## config.mk

```make
export PLATFORM = sky130hd
export DESIGN_NAME = oled_refresh_flat
export DESIGN_NICKNAME = d
export VERILOG_FILES = /design/src/rtl/oled_pkg.sv /design/src/rtl/oled_refresh_if.sv /design/src/rtl/oled_byte_tx.sv /design/src/rtl/oled_refresh.sv /design/src/flat_wrapper.sv
export SDC_FILE = /design/constraint.sdc
export NUM_CORES = 1
export LEC_CHECK = 0
export CAP_MARGIN = 20
export CORE_AREA = 2 2 126 67
export DETAILED_ROUTE_END_ITERATION = 6
export DIE_AREA = 0 0 128 69
export PLACE_DENSITY = 0.66
export SYNTH_ARGS = -nofsm -noshare
export SYNTH_HDL_FRONTEND = slang
export SYNTH_HIERARCHICAL = 1
export SYNTH_SLANG_ARGS = --single-unit
export TNS_END_PERCENT = 30
```

## constraint.sdc

```tcl
create_clock -name clk -period 3.45 [get_ports clk]
set_input_delay 0.69 -clock clk [delete_from_list [all_inputs] [get_ports clk]]
set_output_delay 0.69 -clock clk [all_outputs]
set_load 0.005 [all_outputs]
```

## src/rtl/oled_pkg.sv

```systemverilog
// oled_pkg: shared OLED opcodes, refresh FSM states, default geometry and command-byte lookup
//   OLED_CMD_*   : SSD1351 opcodes, also used by the init sequencer
//   state_t      : refresh sequencer states
//   cmd_byte()   : {dc, byte} of window-setup command byte i for a w x h frame
package oled_pkg;
   localparam logic [7:0] OLED_CMD_SET_COL   = 8'h15;
   localparam logic [7:0] OLED_CMD_SET_ROW   = 8'h75;
   localparam logic [7:0] OLED_CMD_WRITE_RAM = 8'h5C;
   localparam int OLED_WIDTH      = 128;
   localparam int OLED_HEIGHT     = 128;
   localparam int OLED_ADDR_WIDTH = 14;
   typedef enum logic [1:0] {IDLE, CMD, PIX_HI, PIX_LO} state_t;
   function automatic logic [8:0] cmd_byte(input logic [2:0] i, input int w, input int h);
      case (i)
         3'd0: return {1'b0, OLED_CMD_SET_COL};
         3'd1: return {1'b1, 8'h00};
         3'd2: return {1'b1, 8'(w - 1)};
         3'd3: return {1'b0, OLED_CMD_SET_ROW};
         3'd4: return {1'b1, 8'h00};
         3'd5: return {1'b1, 8'(h - 1)};
         default: return {1'b0, OLED_CMD_WRITE_RAM};
      endcase
   endfunction
endpackage

```

## src/rtl/oled_refresh_if.sv

```systemverilog
// oled_refresh_if: OLED 8-bit bus plus framebuffer read port
//   master: oled_cs/oled_e/oled_dc/oled_dout/fb_addr out, fb_data in (refresh sequencer side)
//   slave : the reverse (panel + framebuffer side)
interface oled_refresh_if import oled_pkg::*; #(parameter int ADDR_WIDTH = OLED_ADDR_WIDTH);
   logic                  oled_cs;
   logic                  oled_e;
   logic                  oled_dc;
   logic [7:0]            oled_dout;
   logic [ADDR_WIDTH-1:0] fb_addr;
   logic [15:0]           fb_data;
   modport master(output oled_cs, oled_e, oled_dc, oled_dout, fb_addr, input fb_data);
   modport slave(input oled_cs, oled_e, oled_dc, oled_dout, fb_addr, output fb_data);
endinterface

```

## src/rtl/oled_byte_tx.sv

```systemverilog
// oled_byte_tx: two-cycle bus byte slot (phase A strobe high, phase B strobe low, data held)
//   load/word : start a slot with word = {dc, byte}
//   e/dc/dout : registered bus strobe, data/command flag and byte
//   slot_end  : high during phase B, the cycle in which the next slot may be loaded
module oled_byte_tx (
   input  logic       clk,
   input  logic       rst,
   input  logic       load,
   input  logic [8:0] word,
   output logic       e,
   output logic       dc,
   output logic [7:0] dout,
   output logic       slot_end
);
   always_ff @(posedge clk) begin
      if (rst) begin
         e        <= 1'b0;
         slot_end <= 1'b0;
         dc       <= 1'b0;
         dout     <= 8'h00;
      end else begin
         e        <= load;
         slot_end <= e & ~load;
         if (load) {dc, dout} <= word;
      end
   end
endmodule

```

## src/rtl/oled_refresh.sv

```systemverilog
// oled_refresh: frame-refresh sequencer, window setup commands then RGB565 pixel stream
//   clk/rst          : clock, synchronous active-high reset
//   ready/start      : init done level, frame request
//   busy/frame_done  : frame in progress, one-cycle end-of-frame pulse
//   bus              : OLED bus and framebuffer read port (master side)
module oled_refresh import oled_pkg::*; #(
   parameter int WIDTH      = OLED_WIDTH,
   parameter int HEIGHT     = OLED_HEIGHT,
   parameter int ADDR_WIDTH = OLED_ADDR_WIDTH
) (
   input  logic clk,
   input  logic rst,
   input  logic ready,
   input  logic start,
   output logic busy,
   output logic frame_done,
   oled_refresh_if.master bus
);
   localparam logic [ADDR_WIDTH-1:0] LAST = ADDR_WIDTH'(WIDTH * HEIGHT - 1);
   state_t                st;
   logic [2:0]            idx;
   logic [ADDR_WIDTH-1:0] cnt;
   logic [15:0]           px;
   logic                  accept, load, slot_end, tx_e, tx_dc;
   logic [7:0]            tx_dout;
   logic [8:0]            nxt;
   always_comb begin
      accept = st == IDLE && start && ready;
      load   = accept || (slot_end && !(st == PIX_LO && cnt == LAST));
      nxt    = accept ? cmd_byte(3'd0, WIDTH, HEIGHT) :
               st == CMD && idx != 3'd6 ? cmd_byte(idx + 3'd1, WIDTH, HEIGHT) :
               st == PIX_HI ? {1'b1, px[7:0]} : {1'b1, 8'h00};
   end
   oled_byte_tx tx (
      .clk(clk), .rst(rst), .load(load), .word(nxt),
      .e(tx_e), .dc(tx_dc), .dout(tx_dout), .slot_end(slot_end)
   );
   // The high byte arrives from the RAM during its own phase A, so it is forwarded
   // straight to the bus and then held from the pixel register in phase B.
   assign bus.oled_e    = tx_e;
   assign bus.oled_dc   = tx_dc;
   assign bus.oled_dout = st == PIX_HI ? (tx_e ? bus.fb_data[15:8] : px[15:8]) : tx_dout;
   always_ff @(posedge clk) begin
      if (rst) begin
         st          <= IDLE;
         idx         <= 3'd0;
         cnt         <= '0;
         px          <= 16'h0000;
         busy        <= 1'b0;
         frame_done  <= 1'b0;
         bus.oled_cs <= 1'b1;
         bus.fb_addr <= '0;
      end else begin
         frame_done <= 1'b0;
         if (st == PIX_HI && tx_e) px <= bus.fb_data;
         // Next address goes out in PIX_LO phase B (or last CMD cycle) for a one-cycle RAM.
         if (st == CMD && idx == 3'd6 && tx_e) bus.fb_addr <= '0;
         if (st == PIX_LO && tx_e && cnt != LAST) bus.fb_addr <= cnt + 1'b1;
         case (st)
            IDLE: if (accept) begin
               st          <= CMD;
               idx         <= 3'd0;
               cnt         <= '0;
               busy        <= 1'b1;
               bus.oled_cs <= 1'b0;
            end
            CMD: if (slot_end) begin
               if (idx == 3'd6) st <= PIX_HI;
               else idx <= idx + 3'd1;
            end
            PIX_HI: if (slot_end) st <= PIX_LO;
            PIX_LO: if (slot_end) begin
               if (cnt == LAST) begin
                  st          <= IDLE;
                  busy        <= 1'b0;
                  bus.oled_cs <= 1'b1;
                  frame_done  <= 1'b1;
               end else begin
                  st  <= PIX_HI;
                  cnt <= cnt + 1'b1;
               end
            end
            default: st <= IDLE;
         endcase
      end
   end
endmodule
```

## src/flat_wrapper.sv

```systemverilog
// flat-port wrapper written by rule: the top's interface ports become plain ports
module oled_refresh_flat import oled_pkg::*;
#(
   parameter int WIDTH      = OLED_WIDTH,
   parameter int HEIGHT     = OLED_HEIGHT,
   parameter int ADDR_WIDTH = OLED_ADDR_WIDTH
)
  (clk, rst, ready, start, busy, frame_done, bus_oled_cs, bus_oled_e, bus_oled_dc, bus_oled_dout, bus_fb_addr, bus_fb_data);
  oled_refresh_if #(.ADDR_WIDTH(ADDR_WIDTH)) bus_i ();
  input  logic clk;
  input  logic rst;
  input  logic ready;
  input  logic start;
  output logic busy;
  output logic frame_done;
  output wire logic [$bits(bus_i.oled_cs)-1:0] bus_oled_cs;
  output wire logic [$bits(bus_i.oled_e)-1:0] bus_oled_e;
  output wire logic [$bits(bus_i.oled_dc)-1:0] bus_oled_dc;
  output wire logic [$bits(bus_i.oled_dout)-1:0] bus_oled_dout;
  output wire logic [$bits(bus_i.fb_addr)-1:0] bus_fb_addr;
  input wire logic [$bits(bus_i.fb_data)-1:0] bus_fb_data;
  assign bus_oled_cs = bus_i.oled_cs;
  assign bus_oled_e = bus_i.oled_e;
  assign bus_oled_dc = bus_i.oled_dc;
  assign bus_oled_dout = bus_i.oled_dout;
  assign bus_fb_addr = bus_i.fb_addr;
  assign bus_i.fb_data = bus_fb_data;
  oled_refresh #(.WIDTH(WIDTH), .HEIGHT(HEIGHT), .ADDR_WIDTH(ADDR_WIDTH)) u_core (.clk(clk), .rst(rst), .ready(ready), .start(start), .busy(busy), .frame_done(frame_done), .bus(bus_i));
endmodule
```

# Word level (Yosys, flattened, before mapping)
# Index checks and enable logic that the tools add are counted.
# totals
memories	0
wordCells	94
in_bits	20
mem_bits_ro	0
register_bits	63
out_inout_bits	27
latchBits	0
ramBits	0
# classes
n_lt_le_gt_ge	0
n_eq_ne	20
n_bitwise	4
div	0
add_sub_neg	2
multipliers	0
reduce_logical	24
shifts	0
n_mux	32
# op_table
cell	count
2-to-1 mux 14 bit	5
one-hot mux 9 bit (4 select lines)	1
one-hot mux 14 bit (2 select lines)	1
2-to-1 mux 8 bit	3
2-to-1 mux 9 bit	2
adder 14 x 1 -> 14 bit, second input constant	1
equality test 14 bit, second input constant	1
!= test 14 bit, second input constant	1
!= test 2 bit, second input constant	7
2-to-1 mux 2 bit	6
AND reduction 4 bit	3
logical AND 1 bit	10
equality test 3 bit, second input constant	3
2-to-1 mux 3 bit	3
one-hot mux 2 bit (4 select lines)	1
2-to-1 mux 1 bit	7
equality test 3 x 2 -> 1 bit, second input constant	2
one-hot mux 3 bit (2 select lines)	1
nonzero test 2 bit	3
AND reduction 5 bit	1
equality test 2 bit, second input constant	2
one-hot mux 1 bit (2 select lines)	2
OR reduction 2 bit	2
adder 3 x 1 -> 3 bit, second input constant	1
11 further kinds	13

# Longest topological paths before layout
# Gate-level depths: netlist of the first run.
# logic_depth
ltp_word	7
depth_mapped	10
ltp_nobuf	8

# Cells and area by module
# The synthesis of the first run kept the hierarchy.
# by_module_without_submodules
module	cells_per_inst	area_per_inst_um2	n_inst	seq_area_each_um2
oled_refresh	378	3010.4	1	1041.0
oled_byte_tx	33	374.1	1	220.2

# Worst setup path after synthesis of the first run
# Ideal clock, no wire load.
# synth_path
path_kind	reg2reg
startpoint	register u_core.cnt[0]
endpoint	register u_core.tx.dc
synth_period_minus_slack_ps	2262
t_required_ps	3333
stages_incl_launch_ff	11
path_slack_ps	1188
path_buffers	3
arrival_time_ps	2145
setup_time_ps	117
cell_sequence	dfxtp_1 > ha_1 > nand3_1 > or4_4 > buf_6 > buf_2 > o21ai_1 > nand2_1 > buf_6 > mux2i_1 > nor2_1
# synth_between
elab_chain_cells	5
# synth_lines
item	line	rtl
start: declaration	oled_refresh.sv:22	logic [ADDR_WIDTH-1:0] cnt;
start signal: assignment	oled_refresh.sv:80	cnt <= cnt + 1'b1;
equality test 14 bit	oled_refresh.sv:29	load = accept || (slot_end && !(st == PIX_LO && cnt == LAST));
logical AND 1 bit	oled_refresh.sv:29	
zero test 1 bit	oled_refresh.sv:29	
logical AND 1 bit	oled_refresh.sv:29	
logical OR 1 bit	oled_refresh.sv:29	
named net u_core.load	oled_refresh.sv:24	logic accept, load, slot_end, tx_e, tx_dc;
end signal: assignment	oled_byte_tx.sv:24	if (load) {dc, dout} <= word;
end: declaration	oled_byte_tx.sv:11	output logic dc,
# The timed path passes the listed nets, and every way through them passes these cells.
# A chain may end at the register's enable or synchronous reset.

# Final worst setup path of the first run
# layout_path
startpoint	register u_core.st[0]
endpoint	output port bus_oled_dout[4]
# layout_between
elab_chain_cells	2
# layout_lines
item	line	rtl
start: declaration	oled_refresh.sv:20	state_t st;
start signal: assignment	oled_refresh.sv:45	st <= IDLE;
start signal: assignment	oled_refresh.sv:61	st <= CMD;
start signal: assignment	oled_refresh.sv:68	if (idx == 3'd6) st <= PIX_HI;
equality test 2 bit	oled_refresh.sv:42	assign bus.oled_dout = st == PIX_HI ? (tx_e ? bus.fb_data[15:8] : px[15:8]) : tx_dout;
2-to-1 mux 8 bit	oled_refresh.sv:42	
end: declaration	flat_wrapper.sv:19	output wire logic [$bits(bus_i.oled_dout)-1:0] bus_oled_dout;
# No other way between the ends.

==> impl_metrics.py, run 1 <==
metrics = {
    "outcome": {
        "status": "finished clean",
    },
    "sta": {
        "setup_tns_ps": 0,
        "worst-slew-pin-transition_ps": 866,
        "finalHoldViolCount": 0,
        "fin_crit_ps": 2920,
        "timing.fmax_mhz": 342,
        "holdWs_ps": 450,
        "slew_violations": 0,
        "relSlewSlack_pct": 42.3,
        "fin_crit_sh_pct": 84.7,
        "rsz0062_at_grt": "false",
        "finalSetupViolations": 0,
        "fin_skew_ps": 4.73,
    },
    "floorplan": {
        "rows": 23,
        "die_y_um": 69,
        "design.core.area_um2": 7710,
        "ioPinCount": 47,
        "die_w_um": 128,
        "dieArea_um2": 8830,
        "start_util_pct": 43.9,
    },
    "clock_network": {
        "cts_hold_buf": 0,
        "cts_setup_buffers": 0,
        "cts_buffers": 9,
        "cts_tree": "done",
        "clk_pin_slew_ps": 50,
        "clock_sinks": 63,
        "clk_path_buf_depth": 2,
        "ctsRootBufferMaster": "clkbuf_16",
        "cts_resized": 0,
        "ctsHtreeMaxLevel": 3,
        "insertion_delay_ps": 330,
    },
    "route": {
        "vias": 3179,
        "first_iter_violations": 333,
        "first_pass_iters": 4,
        "drtAntennaViolNets": 0,
        "drc": 0,
        "via_per_inst": 5.83,
        "wl_per_cell_um": 17.2,
        "drt-total-wl_um": 9380,
    },
    "synth": {
        "synth_edf_count": 0,
        "synth_warnings": 6,
        "synth-main-ff-cell": "dfxtp_1",
        "seq_area_frac_synth_pct": 37.3,
        "netlist_area_um2": 3380,
        "yosysTopAreaCellShare_pct": 37.3,
        "ys_ff_latch": 63,
        "synth_largest_area_cell": "dfxtp_1",
        "synth.most_common_cell": "nand2_1",
        "syn_area_per_cell_um2": 8.23,
        "synth_nets": 437,
        "synthCells": 411,
        "synthDistinctLibCells": 65,
        "netlist_top_cells_count": "nand2_1, dfxtp_1, a21oi_1",
        "async_flop_share_pct": 0,
        "synthTopCellsByArea": "dfxtp_1, nand2_1, a21oi_1",
    },
    "final_layout": {
        "drive_gt1_share_pct": 7.19,
        "area_delta_synth_final_pct": 23.3,
        "fillers": 739,
        "diodes": 0,
        "nets": 467,
    },
    "power": {
        "p_leak_nw": 1.36,
        "powerDensity_nw_per_um2": 435,
        "ir_drop_v": 0.000276,
    },
    "hold_path": {
        "hp-class": "reg -> reg",
        "hold_path_startpoint": "u_core/px[7]",
    },
    "global_routing": {
        "antenna_found_initial": 0,
        "overflow": 0,
        "grt_start_max_net_pins": 46,
        "grtUsageTotal_pct": 22.4,
        "grt_pass1_vias": 2900,
        "grt_pass1_wl_um": 15500,
    },
    "place": {
        "finalWeightedCongestion": 0.847,
        "dp_hpwl_um": 6470,
        "port_buffers": 46,
    },
    "worst_setup_path": {
        "worstPathMaxFanout": 16,
        "crit_required_ps": 2760,
        "cp-startpoint": "u_core/st[0]",
        "critical_path_class": "reg -> out",
        "arrival_ps": 2230,
        "worstSetupStartpointType": "register",
        "r2r-start": "u_core/cnt[0]",
        "critPathCaptureType": "primary output",
    },
    "job": {
        "max_cap_violations": 0,
    },
}
cell usage in the layout (no fill, tap or decap), drive strengths merged, types with 3 or more instances in the layout:
cell	count
o21ai	24
a21oi	40
and3	3
dfxtp	63
and2	5
nand4	4
ha	6
a221oi	3
o211ai	21
nand3	12
nor3	14
clkbuf	12
or4	3
inv	5
nor2b	6
xnor2	3
nor2	16
o31ai	3
nand2	68
or3	3
nand2b	7
mux2i	18
a311oi	3
clkdlybuf4s50	45
nor4	7
buf	7
per-layer routing:
layer | part of all wire [%] | GRT usage, % | up-vias
met5 | 0 | 0 | -
met1 | 56 | 36.8 | 1513
li1 | - | - | 1564
met2 | 37 | 27.0 | 92
met3 | 5.8 | 6.68 | 10
met4 | 0.81 | 5.49 | 0
flip-flops by register name, summed over array words and instances (netlist names), 2 cells and up:
signal	count
u_core/px	16
u_core/st	2
u_core/cnt	14
u_core/tx/dout	8
u_core/bus.fb_addr	14
u_core/idx	3
final timing paths:
| kind | slack, ps | cells after the start | endpoint |
|---|---|---|---|
| worst min register to register | 450 | 2 | u_core/px[7] |
| worst min-delay path | 450 | 2 | u_core/px[7] |
| worst max-delay path | 530 | 4 | bus_oled_dout[4] |
| worst max register to register | 780 | 7 | u_core/tx/dout[4] |
logic make-up (layout without fill, tap and decap cells):
logic type,after synthesis,after routing,share of synthesized area (%)
xor+xnor,4,4,1.04
compound gates,124,124,24.5
flops,63,63,37.3
fa+ha+maj,6,6,2.22
mux,18,18,5.32
simple gates,158,158,24.4
buf+inv,38,72,5.25
critical path, cell delays in order (launching register included):
cell	delay (ps)
dfxtp_1	580
nand2b_1	540
nand2_1	120
o21ai_0	110
clkdlybuf4s50_1	540
cell type report:
cell class	instances	area (um2)	share of cell area, %
tap	100	125	3.00
multi-input combinational	310	1950	46.8
timing repair buffer	52	500	12.0
clock buffer	12	246	5.91
inverter	5	18.8	0.450
clock inverter	3	67.6	1.62
sequential	63	1260	30.2
where the power goes:
part	switching (mW)	total [mW]	internal, mW
clock network	0.316	0.964	0.648
registers	0.0114	0.747	0.736
logic	0.0527	0.104	0.0517
total	0.381	1.82	1.44
per-stage QoR:
| step | setup slack, ps | total power [mW] | utilization [%] | area [um2] | std cells |
|---|---|---|---|---|---|
| final | 528 | 1.82 | 54.1 | 4170 | 545 |
| after global routing | 332 | 1.88 | 54.1 | 4170 | 545 |
| after CTS | 529 | 1.83 | 54.1 | 4170 | 545 |
| after detailed placement | 760 | 0.865 | 50.0 | 3860 | 530 |
| after global placement | 762 | 0.864 | 50.0 | 3860 | 530 |
| after floorplan | 1190 | 0.813 | - | 3380 | 411 |
No activity file was read; power rests on OpenSTA's default activity.
==> inputs of run 2 (changes only) <==
==> constraint.sdc (replaced) <==
create_clock -name clk -period 2.7 [get_ports clk]
set_input_delay 0.54 -clock clk [delete_from_list [all_inputs] [get_ports clk]]
set_output_delay 0.54 -clock clk [all_outputs]
set_load 0.005 [all_outputs]
==> run 2 against run 1 <==
Net effect: combinational power up 41%; sequential share of layout area decreased by 0.68 points; first-iteration DRC count increased by 3.0%; count of clock-buffer cells in the layout down 1; via count is 2.5% higher; core utilization increased by 1.2 points; worst hold slack about the same; global-route usage is 0.71 points higher; setup slack lost 270 ps; register-to-register slack got worse by 520 ps; clock power up 40%; critical path type is now reg -> reg; highest routed layer unchanged.
==> impl_metrics.py, run 2 (synthesis results as in run 1) <==
metrics = {
    "route": {
        "drtAntennaViolNets": 0,
        "top_layer": "met4",
        "first_pass_iters": 5,
        "first_iter_violations": 343,
        "via_per_inst": 5.88,
        "wl_per_cell_um": 17.4,
        "drt-total-wl_um": 9630,
        "wl_met1_um": 5260,
        "met2WireLength_um": 3560,
        "wl_met3_um": 735,
        "vias": 3257,
        "drc": 0,
    },
    "final_layout": {
        "regMostFlops": "u_core/px",
        "multiInputGateArea_um2": 1950,
        "post_layout_nonfiller_instances": 554,
        "seqCellArea_um2": 1260,
        "fillers": 723,
        "largest_reg_flops": 16,
        "top_regs": "u_core/px x16, u_core/bus.fb_addr x14, u_core/cnt x14",
        "diodes": 0,
        "final_util_pct": 55.3,
        "final_common_cell": "nand2_1",
        "drive_gt1_share_pct": 9.47,
        "final_cell_mix": "nand2_1, dfxtp_1, clkdlybuf4s50_1",
        "area_delta_synth_final_pct": 26.1,
        "nets": 475,
    },
    "sta": {
        "finalSetupViolations": 0,
        "fin_skew_ps": 9.14,
        "fin_crit_sh_pct": 90.3,
        "holdWs_ps": 450,
        "rsz0062_at_grt": "false",
        "setup_tns_ps": 0,
        "worst-slew-pin-transition_ps": 691,
        "timing.fmax_mhz": 410,
        "slew_violations": 0,
        "relSlewSlack_pct": 53.8,
        "finalHoldViolCount": 0,
        "fin_crit_ps": 2440,
    },
    "power": {
        "powerDensity_nw_per_um2": 571,
        "p_leak_nw": 1.41,
        "power_mw": 2.44,
        "ir_drop_v": 0.000333,
    },
    "global_routing": {
        "grt_start_max_net_pins": 36,
        "grtUsageTotal_pct": 23.1,
        "grt_pass1_vias": 3038,
        "grt_pass1_wl_um": 15900,
        "antenna_found_initial": 0,
        "overflow": 0,
    },
    "place": {
        "placed_cells": 538,
        "port_buffers": 46,
        "finalWeightedCongestion": 0.860,
        "dp_hpwl_um": 6720,
    },
    "floorplan": {
        "ioPinCount": 47,
        "die_w_um": 128,
        "rows": 23,
        "start_util_pct": 43.9,
        "dieArea_um2": 8830,
        "die_y_um": 69,
        "design.core.area_um2": 7710,
    },
    "clock_network": {
        "ctsRootBufferMaster": "clkbuf_16",
        "cts_tree": "done",
        "clk_pin_slew_ps": 60,
        "cts_setup_buffers": 0,
        "clock_sinks": 63,
        "cts_hold_buf": 0,
        "clk_path_buf_depth": 2,
        "cts_buffers": 9,
        "insertion_delay_ps": 330,
        "ctsHtreeMaxLevel": 3,
        "cts_resized": 0,
    },
    "job": {
        "max_cap_violations": 0,
    },
    "worst_setup_path": {
        "critical_path_class": "reg -> reg",
        "worstPathMaxFanout": 11,
        "slowest_stage": "or4_4",
        "crit_chain": "ha_1 > nand3_1 > or4_4 > o21ai_1 > nand2_2 > mux2i_1 > nor2_1",
        "critPathCaptureType": "register",
        "arrival_ps": 2630,
        "worstSetupStartpointType": "register",
        "slowest_delay_ps": 630,
        "crit_required_ps": 2890,
    },
    "hold_path": {
        "hp-class": "reg -> reg",
    },
    "outcome": {
        "status": "finished clean",
    },
}
run 2: cell count changes in the layout (fill, tap and decap cells not counted), sizes merged:
cell      previous run  this run
bufinv               2         3
clkbuf              12        11
buf                  7        15
clkinvlp             1         2
run 2: area by class of cell:
type,instances,area share (%)
sequential,63,29.6
tap,100,2.93
timing repair buffer,60,13.1
inverter,5,0.440
multi-input combinational,310,45.8
clock inverter,5,2.46
clock buffer,11,5.69
run 2: path summary, 6_finish.rpt:
kind	slack [ps]	start	endpoint	cells past startpoint
hold / removal	450	u_core/px[13]	u_core/px[13]	2
setup reg to reg	260	u_core/cnt[0]	u_core/tx/dout[5]	7
hold reg to reg	450	u_core/px[13]	u_core/px[13]	2
setup / recovery	260	u_core/cnt[0]	u_core/tx/dout[5]	7
run 2: where the power goes:
group          total, mW  switching, mW  internal (mW)
registers          0.945        0.00571          0.939
logic              0.147         0.0781         0.0690
clock network       1.35          0.420          0.926
total               2.44          0.504           1.93
run 2: metal layers:
layer	vias to the layer above	track usage, %
li1	1586	-
met1	1538	36.4
met2	126	29.8
met3	7	6.44
met4	0	6.47
met5	-	0
run 2: through the flow:
step	worst slack [ps]	cell area (um2)
finish	261	4270
global route	73.1	4270
CTS	127	4270
detailed placement	144	3920
global placement	265	3920
floorplan	438	3380
run 2: worst max-delay path, delay by kind of cell (launching register included):
family / cells / cell delay [ps]
AOI/OAI and AO/OA: 1 / 170
adders and majority gates: 1 / 240
DFF: 1 / 420
and+or+nand+nor: 4 / 1230
muxes: 1 / 230
==> inputs of run 3 (changes only) <==
--- a/config.mk
+++ b/config.mk
@@ -10,6 +10,7 @@
 export DETAILED_ROUTE_END_ITERATION = 6
 export DIE_AREA = 0 0 128 69
 export PLACE_DENSITY = 0.66
+export REMOVE_ABC_BUFFERS = 1
 export SYNTH_ARGS = -nofsm -noshare
 export SYNTH_HDL_FRONTEND = slang
 export SYNTH_HIERARCHICAL = 1
==> run 3 against run 2 <==
Net effect: power fell by 14%; critical path depth fell by 2; first-iteration DRC count rose by 0.29%; clock power fell by 26%; combinational power fell by 5%; cell count did not move; global-route usage fell by 1.0 points; count of clock-buffer cells in the layout rose by 1; critical path type is now reg -> out; largest cell class unchanged.
==> impl_metrics.py, run 3 (synthesis results as in run 1) <==
metrics = {
    "final_layout": {
        "final_common_cell": "nand2_1",
        "nets": 477,
        "final_cell_mix": "nand2_1, dfxtp_1, clkdlybuf4s50_1",
        "area_delta_synth_final_pct": 23.5,
        "regMostFlops": "u_core/px",
        "largest_reg_flops": 16,
        "top_regs": "u_core/px x16, u_core/bus.fb_addr x14, u_core/cnt x14",
        "drive_gt1_share_pct": 8.81,
        "diodes": 0,
    },
    "clock_network": {
        "ctsHtreeMaxLevel": 3,
        "insertion_delay_ps": 330,
        "cts_resized": 0,
        "clock_sinks": 63,
        "cts_hold_buf": 0,
        "clk_pin_slew_ps": 50,
        "clk_path_buf_depth": 2,
        "cts_tree": "done",
        "cts_setup_buffers": 0,
        "ctsRootBufferMaster": "clkbuf_16",
        "cts_buffers": 9,
    },
    "power": {
        "p_comb_share_pct": 6.7,
        "switching_power_mw": 0.472,
        "p_clk_share_pct": 47.7,
        "p_sw_share_pct": 22.6,
        "ir_drop_v": 0.000333,
        "powerDensity_nw_per_um2": 500,
        "p_int_mw": 1.62,
        "power_mw": 2.09,
        "p_leak_nw": 1.38,
        "seqPwrFrac_pct": 45.6,
    },
    "place": {
        "dp_hpwl_um": 6580,
        "dp_slack_ps": 363,
        "finalWeightedCongestion": 0.878,
        "port_buffers": 46,
    },
    "worst_setup_path": {
        "path_delay_family": "buffers and inverters",
        "worstPathMaxFanout": 16,
        "r2r_slack_ps": 310,
        "slowest_delay_ps": 600,
        "critical_path_class": "reg -> out",
        "crit_required_ps": 2160,
        "r2r-start": "u_core/cnt[0]",
        "crit_buf_inv": 2,
        "r2r_cells": 7,
        "arrival_ps": 1970,
        "worstSetupStartpointType": "register",
        "r2r-end": "u_core/tx/dout[4]",
        "crit_chain": "nand2b_1 > buf_4 > nand2_1 > o21ai_0 > clkdlybuf4s50_1",
        "critPathCaptureType": "primary output",
        "slowest_stage": "dfxtp_1",
    },
    "route": {
        "first_iter_violations": 344,
        "drt-total-wl_um": 9440,
        "wl_per_cell_um": 17.0,
        "drtAntennaViolNets": 0,
        "via_per_inst": 5.96,
        "vias": 3304,
        "first_pass_iters": 5,
        "drc": 0,
    },
    "floorplan": {
        "design.core.area_um2": 7710,
        "die_y_um": 69,
        "dieArea_um2": 8830,
        "rows": 23,
        "start_util_pct": 43.9,
        "die_w_um": 128,
        "ioPinCount": 47,
    },
    "hold_path": {
        "hold_path_startpoint": "u_core/px[14]",
        "hp-class": "reg -> reg",
        "holdPathStages": 2,
        "min_to": "u_core/px[14]",
    },
    "global_routing": {
        "grtUsageTotal_pct": 22.1,
        "grt_pass1_vias": 3004,
        "antenna_found_initial": 0,
        "overflow": 0,
        "grt_start_max_net_pins": 34,
        "grt_pass1_wl_um": 15400,
    },
    "sta": {
        "relSlewSlack_pct": 56.4,
        "rsz0062_at_grt": "false",
        "timing.fmax_mhz": 398,
        "setup_tns_ps": 0,
        "fin_crit_ps": 2510,
        "slew_violations": 0,
        "finalHoldViolCount": 0,
        "worst-slew-pin-transition_ps": 647,
        "finalSetupViolations": 0,
        "post-route-worst-setup-slack_ps": 190,
        "fin_skew_ps": 7.54,
        "fin_crit_sh_pct": 93.0,
    },
    "outcome": {
        "status": "finished clean",
    },
    "job": {
        "max_cap_violations": 0,
    },
}
-- run 3: worst max path at each step --
| stage | start | end | cells past startpoint |
|---|---|---|---|
| floorplan | u_core/cnt[0] | u_core/tx/dc | 7 |
| global placement | bus_fb_data[10] | bus_oled_dout[2] | 4 |
| detailed placement | bus_fb_data[10] | bus_oled_dout[2] | 4 |
| CTS | u_core/st[0] | bus_oled_dout[5] | 5 |
| global route | u_core/st[0] | bus_oled_dout[6] | 5 |
| finish | u_core/st[0] | bus_oled_dout[4] | 5 |
-- run 3: cell type report --
type                       instances  area [um2]
clock buffer                      12         236
clock inverter                     2        10.0
fill                             731        3530
inverter                           5        18.8
multi-input combinational        310        1950
sequential                        63        1260
tap                              100         125
timing repair buffer              62         576
-- run 3: power groups by stage --
stage	sequential (mW)	clock (mW)	combinational [mW]
6_report	0.952	0.996	0.140
5_1_grt	0.953	1.05	0.149
4_1_cts	0.952	1.02	0.138
3_5_place_dp	0.971	0	0.137
3_3_place_gp	0.971	0	0.136
2_1_floorplan	0.970	0	0.0521
-- run 3: stage by stage --
stage                     utilization (%)  cell area (um2)  hold WS, ps  std cells
after global placement               51.0             3930          442        540
after floorplan                         -             3230          426        378
after CTS                            54.2             4180          456        554
after global routing                 54.2             4180          480        554
final                                54.2             4180          455        554
after detailed placement             51.0             3930          449        540
-- run 3: worst min-delay path, delay by kind of cell, from the launching register on --
family,cells,cell delay [ps]
AOI/OAI and AO/OA,1,50
DFF,1,300
and+or+nand+nor,1,50
-- run 3: routing by layer --
layer | routed length, um | global-route usage [%] | up-vias
li1 | - | - | 1591
met1 | 4890 | 34.7 | 1580
met2 | 3700 | 28.0 | 118
met3 | 717 | 5.90 | 15
met4 | 131 | 7.94 | 0
met5 | 0 | 0 | -
